**src/rtl/fpu_ss_pkg.sv**
```systemverilog
// fpu_ss_pkg: shared types for the FPU subsystem issue and writeback path.
package fpu_ss_pkg;
    localparam int NumFpRegs = 32;
    typedef logic [4:0] fpr_addr_t;
    typedef logic [3:0] xid_t;
    typedef struct packed {
        fpr_addr_t addr;
        logic      rd_is_fp;
        xid_t      id;
    } fpu_tag_t;
    typedef struct packed {
        xid_t      id;
        fpr_addr_t rd;
        logic      we;
    } mem_metadata_t;
endpackage

```
**src/rtl/fpu_ss_issue_ctrl_if.sv**
```systemverilog
// fpu_ss_issue_ctrl_if: decoder, fpnew, load path, regfile write port and x-if result signals.
interface fpu_ss_issue_ctrl_if;
    import fpu_ss_pkg::*;
    logic                issue_valid;
    logic                issue_ready;
    logic                issue_is_load;
    fpr_addr_t [2:0]     issue_rs_addr;
    logic [2:0]          issue_rs_fp;
    fpr_addr_t           issue_rd;
    logic                issue_rd_is_fp;
    xid_t                issue_id;
    logic                fpu_in_valid;
    logic                fpu_in_ready;
    fpu_tag_t            fpu_tag;
    logic                fpu_out_valid;
    fpu_tag_t            fpu_out_tag;
    logic                fpu_out_ready;
    logic                lsu_req_valid;
    logic                lsu_req_ready;
    logic                mem_res_valid;
    mem_metadata_t       mem_meta;
    logic                fpr_we;
    fpr_addr_t           fpr_waddr;
    logic                fpr_wsel;
    logic                xres_valid;
    logic                xres_ready;
    modport slave (
        input  issue_valid, issue_is_load, issue_rs_addr, issue_rs_fp, issue_rd, issue_rd_is_fp, issue_id,
        input  fpu_in_ready, fpu_out_valid, fpu_out_tag, lsu_req_ready, mem_res_valid, mem_meta, xres_ready,
        output issue_ready, fpu_in_valid, fpu_tag, fpu_out_ready, lsu_req_valid,
        output fpr_we, fpr_waddr, fpr_wsel, xres_valid
    );
    modport master (
        output issue_valid, issue_is_load, issue_rs_addr, issue_rs_fp, issue_rd, issue_rd_is_fp, issue_id,
        output fpu_in_ready, fpu_out_valid, fpu_out_tag, lsu_req_ready, mem_res_valid, mem_meta, xres_ready,
        input  issue_ready, fpu_in_valid, fpu_tag, fpu_out_ready, lsu_req_valid,
        input  fpr_we, fpr_waddr, fpr_wsel, xres_valid
    );
endinterface

```
**src/rtl/fpu_ss_scoreboard.sv**
```systemverilog
// fpu_ss_scoreboard: per-FP-register busy bits with one set port, two clear ports and four read ports.
module fpu_ss_scoreboard
    import fpu_ss_pkg::*;
(
    input  logic                 clk,
    input  logic                 rst,
    input  logic                 set_en,
    input  fpr_addr_t            set_addr,
    input  logic                 clr_fpu_en,
    input  fpr_addr_t            clr_fpu_addr,
    input  logic                 clr_mem_en,
    input  fpr_addr_t            clr_mem_addr,
    input  fpr_addr_t [2:0]      rs_addr,
    input  fpr_addr_t            rd_addr,
    output logic [2:0]           rs_hit,
    output logic                 rd_hit,
    output logic [NumFpRegs-1:0] busy
);
    logic [NumFpRegs-1:0] set_mask, clr_mask;
    always_comb begin
        set_mask = NumFpRegs'(set_en) << set_addr;
        clr_mask = (NumFpRegs'(clr_fpu_en) << clr_fpu_addr) | (NumFpRegs'(clr_mem_en) << clr_mem_addr);
        rd_hit   = busy[rd_addr];
    end
    for (genvar k = 0; k < 3; k++) begin : g_rs
        assign rs_hit[k] = busy[rs_addr[k]];
    end
    // set is applied after clear so a same-cycle collision leaves the register busy
    always_ff @(posedge clk) begin
        if (rst) busy <= '0;
        else     busy <= (busy & ~clr_mask) | set_mask;
    end
endmodule

```
**src/rtl/fpu_ss_issue_ctrl.sv**
```systemverilog
// fpu_ss_issue_ctrl: hazard-checked issue to fpnew/LSU and FP regfile writeback arbitration.
module fpu_ss_issue_ctrl
    import fpu_ss_pkg::*;
#(
    parameter  int MaxOutstanding = 4,
    localparam int CntWidth       = $clog2(MaxOutstanding + 1)
) (
    input  logic                 clk,
    input  logic                 rst,
    fpu_ss_issue_ctrl_if.slave   bus,
    output logic [NumFpRegs-1:0] busy,
    output logic [CntWidth-1:0]  outstanding
);
    logic [2:0] rs_hit;
    logic       rd_hit, hazard, full, mem_wr, fpu_fp_ret, inc, dec, set_en;
    fpu_ss_scoreboard u_sb (
        .clk          (clk),
        .rst          (rst),
        .set_en       (set_en),
        .set_addr     (bus.issue_rd),
        .clr_fpu_en   (fpu_fp_ret),
        .clr_fpu_addr (bus.fpu_out_tag.addr),
        .clr_mem_en   (mem_wr),
        .clr_mem_addr (bus.mem_meta.rd),
        .rs_addr      (bus.issue_rs_addr),
        .rd_addr      (bus.issue_rd),
        .rs_hit       (rs_hit),
        .rd_hit       (rd_hit),
        .busy         (busy)
    );
    // a retiring result frees its slot in the same cycle, so a full queue can still accept
    always_comb begin
        hazard            = |(bus.issue_rs_fp & rs_hit) | (bus.issue_rd_is_fp & rd_hit);
        mem_wr            = !rst & bus.mem_res_valid & bus.mem_meta.we;
        bus.fpu_out_ready = !rst & bus.fpu_out_valid & (bus.fpu_out_tag.rd_is_fp ? !mem_wr : bus.xres_ready);
        bus.xres_valid    = !rst & bus.fpu_out_valid & !bus.fpu_out_tag.rd_is_fp;
        dec               = bus.fpu_out_ready;
        fpu_fp_ret        = dec & bus.fpu_out_tag.rd_is_fp;
        full              = (outstanding == CntWidth'(MaxOutstanding)) & !dec;
        bus.fpu_in_valid  = !rst & bus.issue_valid & !bus.issue_is_load & !hazard & !full;
        bus.lsu_req_valid = !rst & bus.issue_valid & bus.issue_is_load & !hazard;
        bus.fpu_tag       = '{addr: bus.issue_rd, rd_is_fp: bus.issue_rd_is_fp, id: bus.issue_id};
        inc               = bus.fpu_in_valid & bus.fpu_in_ready;
        bus.issue_ready   = inc | (bus.lsu_req_valid & bus.lsu_req_ready);
        set_en            = bus.issue_ready & bus.issue_rd_is_fp;
        bus.fpr_we        = mem_wr | fpu_fp_ret;
        bus.fpr_waddr     = mem_wr ? bus.mem_meta.rd : bus.fpu_out_tag.addr;
        bus.fpr_wsel      = mem_wr;
    end
    always_ff @(posedge clk) begin
        if (rst) outstanding <= '0;
        else     outstanding <= outstanding + CntWidth'(inc) - CntWidth'(dec);
    end
    a_cnt_max: assert property (@(posedge clk) disable iff (rst) outstanding <= CntWidth'(MaxOutstanding));
    a_cnt_min: assert property (@(posedge clk) disable iff (rst) !(dec && !inc && outstanding == '0));
    a_ld_busy: assert property (@(posedge clk) disable iff (rst) mem_wr |-> busy[bus.mem_meta.rd]);
    a_set_clr: assert property (@(posedge clk) disable iff (rst)
        !(set_en && ((fpu_fp_ret && bus.issue_rd == bus.fpu_out_tag.addr) || (mem_wr && bus.issue_rd == bus.mem_meta.rd))));
endmodule

```
**src/flat_wrapper.sv**
```systemverilog
// flat-port wrapper written by rule: the top's interface ports become plain ports
module fpu_ss_issue_ctrl_flat import fpu_ss_pkg::*;
#(
    parameter  int MaxOutstanding = 4,
    localparam int CntWidth       = $clog2(MaxOutstanding + 1)
)
  (clk, rst, busy, outstanding, bus_issue_valid, bus_issue_is_load, bus_issue_rs_addr, bus_issue_rs_fp, bus_issue_rd, bus_issue_rd_is_fp, bus_issue_id, bus_fpu_in_ready, bus_fpu_out_valid, bus_fpu_out_tag, bus_lsu_req_ready, bus_mem_res_valid, bus_mem_meta, bus_xres_ready, bus_issue_ready, bus_fpu_in_valid, bus_fpu_tag, bus_fpu_out_ready, bus_lsu_req_valid, bus_fpr_we, bus_fpr_waddr, bus_fpr_wsel, bus_xres_valid);
  fpu_ss_issue_ctrl_if bus_i ();
  input  logic clk;
  input  logic rst;
  output logic [NumFpRegs-1:0] busy;
  output logic [CntWidth-1:0] outstanding;
  input wire logic [$bits(bus_i.issue_valid)-1:0] bus_issue_valid;
  input wire logic [$bits(bus_i.issue_is_load)-1:0] bus_issue_is_load;
  input wire logic [$bits(bus_i.issue_rs_addr)-1:0] bus_issue_rs_addr;
  input wire logic [$bits(bus_i.issue_rs_fp)-1:0] bus_issue_rs_fp;
  input wire logic [$bits(bus_i.issue_rd)-1:0] bus_issue_rd;
  input wire logic [$bits(bus_i.issue_rd_is_fp)-1:0] bus_issue_rd_is_fp;
  input wire logic [$bits(bus_i.issue_id)-1:0] bus_issue_id;
  input wire logic [$bits(bus_i.fpu_in_ready)-1:0] bus_fpu_in_ready;
  input wire logic [$bits(bus_i.fpu_out_valid)-1:0] bus_fpu_out_valid;
  input wire logic [$bits(bus_i.fpu_out_tag)-1:0] bus_fpu_out_tag;
  input wire logic [$bits(bus_i.lsu_req_ready)-1:0] bus_lsu_req_ready;
  input wire logic [$bits(bus_i.mem_res_valid)-1:0] bus_mem_res_valid;
  input wire logic [$bits(bus_i.mem_meta)-1:0] bus_mem_meta;
  input wire logic [$bits(bus_i.xres_ready)-1:0] bus_xres_ready;
  output wire logic [$bits(bus_i.issue_ready)-1:0] bus_issue_ready;
  output wire logic [$bits(bus_i.fpu_in_valid)-1:0] bus_fpu_in_valid;
  output wire logic [$bits(bus_i.fpu_tag)-1:0] bus_fpu_tag;
  output wire logic [$bits(bus_i.fpu_out_ready)-1:0] bus_fpu_out_ready;
  output wire logic [$bits(bus_i.lsu_req_valid)-1:0] bus_lsu_req_valid;
  output wire logic [$bits(bus_i.fpr_we)-1:0] bus_fpr_we;
  output wire logic [$bits(bus_i.fpr_waddr)-1:0] bus_fpr_waddr;
  output wire logic [$bits(bus_i.fpr_wsel)-1:0] bus_fpr_wsel;
  output wire logic [$bits(bus_i.xres_valid)-1:0] bus_xres_valid;
  assign bus_i.issue_valid = bus_issue_valid;
  assign bus_i.issue_is_load = bus_issue_is_load;
  assign bus_i.issue_rs_addr = bus_issue_rs_addr;
  assign bus_i.issue_rs_fp = bus_issue_rs_fp;
  assign bus_i.issue_rd = bus_issue_rd;
  assign bus_i.issue_rd_is_fp = bus_issue_rd_is_fp;
  assign bus_i.issue_id = bus_issue_id;
  assign bus_i.fpu_in_ready = bus_fpu_in_ready;
  assign bus_i.fpu_out_valid = bus_fpu_out_valid;
  assign bus_i.fpu_out_tag = bus_fpu_out_tag;
  assign bus_i.lsu_req_ready = bus_lsu_req_ready;
  assign bus_i.mem_res_valid = bus_mem_res_valid;
  assign bus_i.mem_meta = bus_mem_meta;
  assign bus_i.xres_ready = bus_xres_ready;
  assign bus_issue_ready = bus_i.issue_ready;
  assign bus_fpu_in_valid = bus_i.fpu_in_valid;
  assign bus_fpu_tag = bus_i.fpu_tag;
  assign bus_fpu_out_ready = bus_i.fpu_out_ready;
  assign bus_lsu_req_valid = bus_i.lsu_req_valid;
  assign bus_fpr_we = bus_i.fpr_we;
  assign bus_fpr_waddr = bus_i.fpr_waddr;
  assign bus_fpr_wsel = bus_i.fpr_wsel;
  assign bus_xres_valid = bus_i.xres_valid;
  fpu_ss_issue_ctrl #(.MaxOutstanding(MaxOutstanding)) u_core (.clk(clk), .rst(rst), .bus(bus_i), .busy(busy), .outstanding(outstanding));
endmodule
```
**config.mk**
```make
export PLATFORM = sky130hd
export DESIGN_NAME = fpu_ss_issue_ctrl_flat
export DESIGN_NICKNAME = d
export VERILOG_FILES = /design/src/rtl/fpu_ss_pkg.sv /design/src/rtl/fpu_ss_issue_ctrl_if.sv /design/src/rtl/fpu_ss_scoreboard.sv /design/src/rtl/fpu_ss_issue_ctrl.sv /design/src/flat_wrapper.sv
export SDC_FILE = /design/constraint.sdc
export NUM_CORES = 1
export LEC_CHECK = 0
export CAP_MARGIN = 20
export CELL_PAD_IN_SITES_DETAIL_PLACEMENT = 0
export CELL_PAD_IN_SITES_GLOBAL_PLACEMENT = 1
export CORE_MARGIN = 8
export CORE_UTILIZATION = 36
export CTS_CLUSTER_DIAMETER = 60
export DETAILED_ROUTE_END_ITERATION = 12
export PLACE_DENSITY = 0.87
export SETUP_SLACK_MARGIN = 0.05
export SLEW_MARGIN = 20
export SYNTH_ARGS = -nofsm -noshare
export SYNTH_HDL_FRONTEND = slang
export SYNTH_SLANG_ARGS = --single-unit
```
**constraint.sdc**
```tcl
create_clock -name clk -period 8.1 [get_ports clk]
set_clock_uncertainty 0.15 [all_clocks]
set_input_delay 1.62 -clock clk [delete_from_list [all_inputs] [get_ports clk]]
set_output_delay 1.62 -clock clk [all_outputs]
set_load 0.005 [all_outputs]
```
==> results of run 1 <==
per-stage QoR:
stage | utilization, % | std cells | area [sq um] | hold slack (ps) | power [W]
2_1_floorplan | - | 387 | 3310 | 352 | 0.000251
3_3_place_gp | 46.7 | 558 | 4240 | 397 | 0.000304
3_5_place_dp | 46.7 | 558 | 4240 | 403 | 0.000305
4_1_cts | 47.9 | 566 | 4340 | 412 | 0.000444
5_1_grt | 47.9 | 566 | 4340 | 453 | 0.000464
6_report | 47.9 | 566 | 4340 | 417 | 0.000444
critical path, stage by stage:
cell             delay, ps
clkdlybuf4s50_1       1030
mux4_2                 590
mux2i_1                180
nor2b_1                 80
o311ai_2               330
nand4_2                130
buf_4                  290
nor2b_1                150
clkdlybuf4s50_1        520
registers in the layout, summed over array words and instances (netlist names):
register            count
u_core.u_sb.busy       32
u_core.outstanding      3
layer usage:
metal	up-vias	part of all wire [%]	track usage [%]
met5	-	0	0
met4	0	2.5	7.75
met3	31	12	5.84
met2	259	43	28.8
met1	1694	42	25.2
li1	1597	-	-
kinds of logic after synthesis:
| kind of cell | share of synthesized area, % |
|---|---|
| xor gates and xnor gates | 0.529 |
| muxes | 25.8 |
| adders and majority gates | 1.36 |
| and+or+nand+nor | 24.9 |
| AOI/OAI and AO/OA | 17.9 |
| DFF | 21.2 |
| buffers and inverters | 8.27 |
layout by cell type (no fill, tap or decap), types with 2 or more instances in the layout:
cell type,Yosys,final
a31oi_1,5,5
nor3_1,4,4
dfxtp_1,35,35
nand2b_1,11,11
nand4_1,5,5
nor3b_1,6,5
ha_1,2,2
o221ai_1,9,9
clkbuf_8,0,7
o211a_1,3,3
o21ai_0,5,5
or2_2,14,14
o21ai_1,33,32
nand2_1,28,28
buf_4,15,4
nor2b_1,20,20
nand3_1,47,47
inv_1,14,14
clkdlybuf4s50_1,0,97
mux2i_1,19,19
nor2_1,17,17
nand3b_1,2,2
xnor2_1,2,2
o2111ai_1,21,21
a22oi_1,4,4
mux4_2,29,29
power by group:
part           switching (W)  internal, W
logic              0.0000654    0.0000587
registers         0.00000343     0.000175
clock network      0.0000633    0.0000777
total               0.000132     0.000312
layout make-up:
type | count | area share [%]
tap | 111 | 3.20
inverter | 15 | 1.30
sequential | 35 | 16.1
clock buffer | 8 | 2.30
multi-input combinational | 296 | 54.0
timing repair buffer | 101 | 23.0
path summary, 6_finish.rpt:
check                                        from                                to  slack (ps)
setup reg to reg  u_core.u_sb.busy[26]$_SDFF_PP0_  u_core.outstanding[1]$_SDFF_PP0_        4990
setup / recovery                  bus_issue_rd[0]                   bus_issue_ready        1390
hold reg to reg   u_core.u_sb.busy[16]$_SDFF_PP0_   u_core.u_sb.busy[16]$_SDFF_PP0_         420
hold / removal    u_core.u_sb.busy[16]$_SDFF_PP0_   u_core.u_sb.busy[16]$_SDFF_PP0_         420
==> metrics.md, run 1 <==
| Metric | Value |
|---|---|
| Worst hold stages | `2` |
| All-Layer GR Usage | `about a fifth` |
| WL per Instance | `around 22 um` |
| Post-synth top area share | `about a fifth` |
| Total number of vias | `roughly 3600` |
| Max Fclk | `around 0.15 GHz` |
| Pin count of the biggest net entering global routing | `37` |
| Via/cell ratio | `approximately 6.3` |
| Pre-CTS WS | `between 1000 and 1500 ps` |
| Ys flop type | `dfxtp_1` |
| Routed WL | `between 10000 and 15000 um` |
| Num CTS Buffers | `5` |
| Register area | `701 sq um` |
| Hold Vio Cnt, Final | `0` |
| Syn nets | `between 400 and 500` |
| Row cnt | `35` |
| Sequential fraction of the synthesis area | `21.2%` |
| Leak | `between 1 and 1.5 nW` |
| Die Ht | `between 100 and 150 um` |
| Crit. End Element | `output port` |
| Post-synth EDFFs | `0` |
| Asr flop ratio synth | `0%` |
| Synth area leaders | `dfxtp_1 (21%), mux4_2 (20%), nand3_1 (7.1%), mux2i_1 (5.7%), o2111ai_1 (5.6%)` |
| Layout area overhead | `31.1%` |
| Clock root buffer | `clkbuf_8` |
| Crit path DAT | `slightly below 5000 ps` |
| Mapped Area | `3310 sq um` |
| Synth Register Bits | `35` |
| Setup bufs post-CTS | `0` |
| Clk pin slew, worst setup/hold paths | `70 ps` |
| Setup Viol. Count Final | `0` |
| I/O Pins | `between 100 and 150` |
| Synth warnings | `0` |
| DRC | `0` |
| RSZ-0062 raised after global routing | `false` |
| Layout cells sized above 1 | `between 10% and 20%` |
| Status | `completed` |
| Crit-path max FO | `36` |
| Layout Nets | `a little over 500` |
| Synthesized netlist cell count | `387` |
| Crit path kind | `primary input to output port` |
| Setup TNS | `0 ps` |
| Worst endpoint required time | `6330 ps` |
| Final Max Slew Viols | `0` |
| Initial Utilization | `36.5%` |
| Reg2Reg Depth | `10` |
| Post-CTS Resized | `0` |
| Ant. Diodes | `0` |
| Vias in the first global route | `between 3000 and 4000` |
| Core Area | `9060 sq um` |
| Most common cell in the netlist | `nand3_1` |
| Post-synth top cells | `nand3_1 (47), dfxtp_1 (35), o21ai_1 (33), mux4_2 (29), nand2_1 (28)` |
| Initial antenna violation count | `0` |
| Slew @ Worst Pin | `1090 ps` |
| Final HPWL DP | `about 9300 um` |
| Pwr dens | `102 nW/um^2` |
| Clock tree sinks | `35` |
| Remaining antenna violation count | `0` |
| Critical Path Start Type | `primary input` |
| Max clock buf depth | `2` |
| Chip width | `between 100 and 150 um` |
| Global route overflow | `0` |
| Relative max-transition margin | `27.0%` |
| Worst-Skew Late Latency | `approximately 290 ps` |
| Number of DRC markers in iteration 0 | `372` |
| Mean Syn Cell Area | `8.56 sq um` |
| Die area | `about 13000 sq um` |
| Fin crit share | `just over 80%` |
| Total number of H-tree levels | `2` |
| Post-synth top area cell | `dfxtp_1` |
| MaxCap Viol Count | `0` |
| Max VDD drop | `around 0.000069 V` |
| Area of the multi-input gates | `2350 sq um` |
| IO buf count | `97` |
| Hold_buf cts | `0` |
| Setup WS post-layout | `around 1400 ps` |
| Count of cell types in the netlist | `38` |
| TritonRoute pass-1 iters | `5` |
| Worst Hold Class | `register to register` |
| Final min period | `6710 ps` |
| Final Wtd Congestion | `roughly 0.9` |
| Global-route wire length before repair | `between 15000 and 20000 um` |
| Filler cells | `890` |
| CTS tree | `yes` |
No activity file was read; power rests on OpenSTA's default activity.
==> run 2, diff against run 1 <==
CORE_UTILIZATION = 30   (was 36)
PLACE_DENSITY = 0.77   (was 0.87)
clock period = 6.15 ns   (was 8.1 ns; I/O delays follow)
==> run 2 against run 1 <==
Sequential share of layout area down 0.16 points. First-iteration DRC count increased by 28%. Routed wire length increased by 6.8%. Non-clock buffer count up 2. Sequential power is 32% higher. Register-to-register slack lost 2200 ps. Combinational power increased by 33%. Worst hold slack better by 8.7 ps. Count of clock-buffer cells in the layout shrank 1. Power grew 27%. Flip-flop and latch count unchanged. Final cell count grew 5.5%. Critical path type unchanged. Critical endpoint unchanged.
==> metrics.md, run 2 (synthesized netlist as in run 1, its figures left out) <==
| Metric | Value |
|---|---|
| Status | `completed` |
| Row cnt | `38 (+8.6%)` |
| Commonest non-fill, non-tap cells in the layout | `clkdlybuf4s50_1 (97), nand3_1 (47), dfxtp_1 (35)` |
| Crit path kind | `primary input to output port` |
| Power share of the combinational group | `29.3% (+1.3 points)` |
| Layout cells sized above 1 | `13.8% (+0.60 points)` |
| RSZ-0062 raised after global routing | `false` |
| I/O Pins | `114 (unchanged)` |
| Flop pwr share | `41.7% (+1.4 points)` |
| Number of flip-flops in the largest register | `32 (unchanged)` |
| Hold Vio Cnt, Final | `0 (unchanged)` |
| Vias in the first global route | `3492 (-1.9%)` |
| Critical Path Start Type | `primary input` |
| Net Sw Power | `0.000176 W (+33%)` |
| Post-CTS Resized | `0 (unchanged)` |
| Final Max Slew Viols | `0 (unchanged)` |
| Slew @ Worst Pin | `741 ps (-346 ps)` |
| WL per Instance | `22.0 um (+1.2%)` |
| Pwr dens | `129 nW/um^2 (+26%)` |
| Worst Hold Class | `register to register` |
| Setup TNS | `0 ps (unchanged)` |
| Max Fclk | `between 0.15 and 0.2 GHz` |
| Max VDD drop | `0.0000821 V (+19%)` |
| Internal power | `0.000389 W (+25%)` |
| Placed Area | `4300 sq um (+1.4%)` |
| Reg2Reg Depth | `10 (unchanged)` |
| Via/cell ratio | `5.95 (-5.9%)` |
| Final Wtd Congestion | `0.875 (-3.9%)` |
| Worst R2R Setup Slack | `2840 ps (-2150 ps)` |
| Area of the multi-input gates | `2360 sq um (+0.43%)` |
| Largest registers | `u_core.u_sb.busy: 32 flops, u_core.outstanding: 3 flops` |
| Max clock buf depth | `2 (unchanged)` |
| Global route overflow | `0 (unchanged)` |
| Total number of vias | `3554 (-0.75%)` |
| Final Cell Area | `4390 sq um (+0.98%)` |
| Commonest non-fill, non-tap cell in the layout | `clkdlybuf4s50_1` |
| Top reg by flops | `u_core.u_sb.busy` |
| Setup bufs post-CTS | `0 (unchanged)` |
| Initial Utilization | `30.7% (-5.8 points)` |
| Fin crit share | `between 80% and 90%` |
| Core Area | `10800 sq um (+19%)` |
| Register area | `701 sq um (unchanged)` |
| Pin count of the biggest net entering global routing | `34 (-8.1%)` |
| Hold path startpoint | `u_core.u_sb.busy[8]$_SDFF_PP0_` |
| Setup Viol. Count Final | `0 (unchanged)` |
| Total number of H-tree levels | `2 (unchanged)` |
| Ant. Diodes | `0 (unchanged)` |
| IO buf count | `97 (unchanged)` |
| Final min period | `about 5500 ps` |
| Hold EP | `u_core.u_sb.busy[8]$_SDFF_PP0_` |
| TritonRoute pass-1 iters | `5 (unchanged)` |
| Switching Fraction | `31.1% (+1.4 points)` |
| Die area | `14700 sq um (+17%)` |
| Clk pin slew, worst setup/hold paths | `70 ps (about the same)` |
| Leak | `1.43 nW (+0.18%)` |
| Final HPWL DP | `10000 um (+7.8%)` |
| Worst endpoint required time | `4770 ps (-1560 ps)` |
| Chip width | `121 um (+8.2%)` |
| Clk pwr share | `29.0% (-2.8 points)` |
| Filler cells | `1064 (+20%)` |
| Die Ht | `121 um (+8.2%)` |
| Crit. End Element | `output port` |
| All-Layer GR Usage | `17.3% (-1.9 points)` |
| RR Startpoint | `u_core.u_sb.busy[26]$_SDFF_PP0_` |
| MaxCap Viol Count | `0 (unchanged)` |
| Number of DRC markers in iteration 0 | `477 (+28%)` |
| Crit path DAT | `4140 ps (-800 ps)` |
| DRC | `0 (unchanged)` |
| Worst-Skew Late Latency | `290 ps (about the same)` |
| Hold_buf cts | `0 (unchanged)` |
| Worst hold stages | `2 (unchanged)` |
| Clock root buffer | `clkbuf_8` |
| Reg2Reg Capture Point | `u_core.outstanding[1]$_SDFF_PP0_` |
| Global-route wire length before repair | `20100 um (+3.6%)` |
| Crit-path max FO | `8 (-78%)` |
| Routed WL | `13100 um (+6.8%)` |
| Initial antenna violation count | `0 (unchanged)` |
| Remaining antenna violation count | `0 (unchanged)` |
| Layout area overhead | `32.4%` |
| Layout Nets | `516 (+0.39%)` |
| Clock tree sinks | `35 (unchanged)` |
| Num CTS Buffers | `5 (unchanged)` |
| CTS tree | `yes` |
| Relative max-transition margin | `50.5% (+23 points)` |
-- run 2: cell type report --
type,count,area share (%)
clock inverters,1,0.114
multi-input cells,296,53.7
well taps,140,3.99
inverters,15,1.28
repair buffers,103,23.2
clock buffers,7,1.74
flip-flops and latches,35,16.0
-- run 2: through the flow --
stage	cells	hold WS (ps)	total power (W)	util, %	worst slack (ps)
after floorplan	387	352	0.000331	-	1830
after global placement	589	406	0.000402	39.7	721
after detailed placement	589	411	0.000404	39.8	684
after CTS	597	422	0.000564	40.6	649
after global routing	597	471	0.000590	40.6	465
final	597	425	0.000564	40.6	627
-- run 2: metal layers --
metal | global-route usage, % | part of all wire, % | wire, um
met1 | 22.8 | 42 | 5540
met2 | 27.3 | 44 | 5780
met3 | 3.96 | 11 | 1400
met4 | 6.25 | 3.0 | 388
met5 | 0 | 0 | 0
-- run 2: power groups by stage --
stage / Combinational [W] / Sequential (W) / Clock (W)
floorplan: 0.0000911 / 0.000240 / 0
global placement: 0.000162 / 0.000241 / 0
detailed placement: 0.000164 / 0.000240 / 0
CTS: 0.000165 / 0.000236 / 0.000163
global route: 0.000179 / 0.000236 / 0.000175
finish: 0.000165 / 0.000236 / 0.000163
-- run 2: worst max path at each step --
stage / endpoint / start / cells after the start / slack, ps
floorplan: bus_fpu_in_valid / bus_issue_rd[0] / 8 / 1830
global placement: bus_issue_ready / bus_issue_rd[0] / 9 / 720
detailed placement: bus_issue_ready / bus_issue_rs_addr[10] / 8 / 680
CTS: bus_issue_ready / bus_issue_rs_addr[10] / 8 / 650
global route: bus_issue_ready / bus_issue_rs_addr[10] / 8 / 460
finish: bus_issue_ready / bus_issue_rs_addr[10] / 8 / 630
-- run 2: critical path, stage by stage --
cell	delay [ps]
clkdlybuf4s50_1	820
mux4_2	580
a22oi_1	200
a311oi_1	120
a31oi_1	230
nand4_2	250
nor2b_1	180
clkdlybuf4s50_1	530
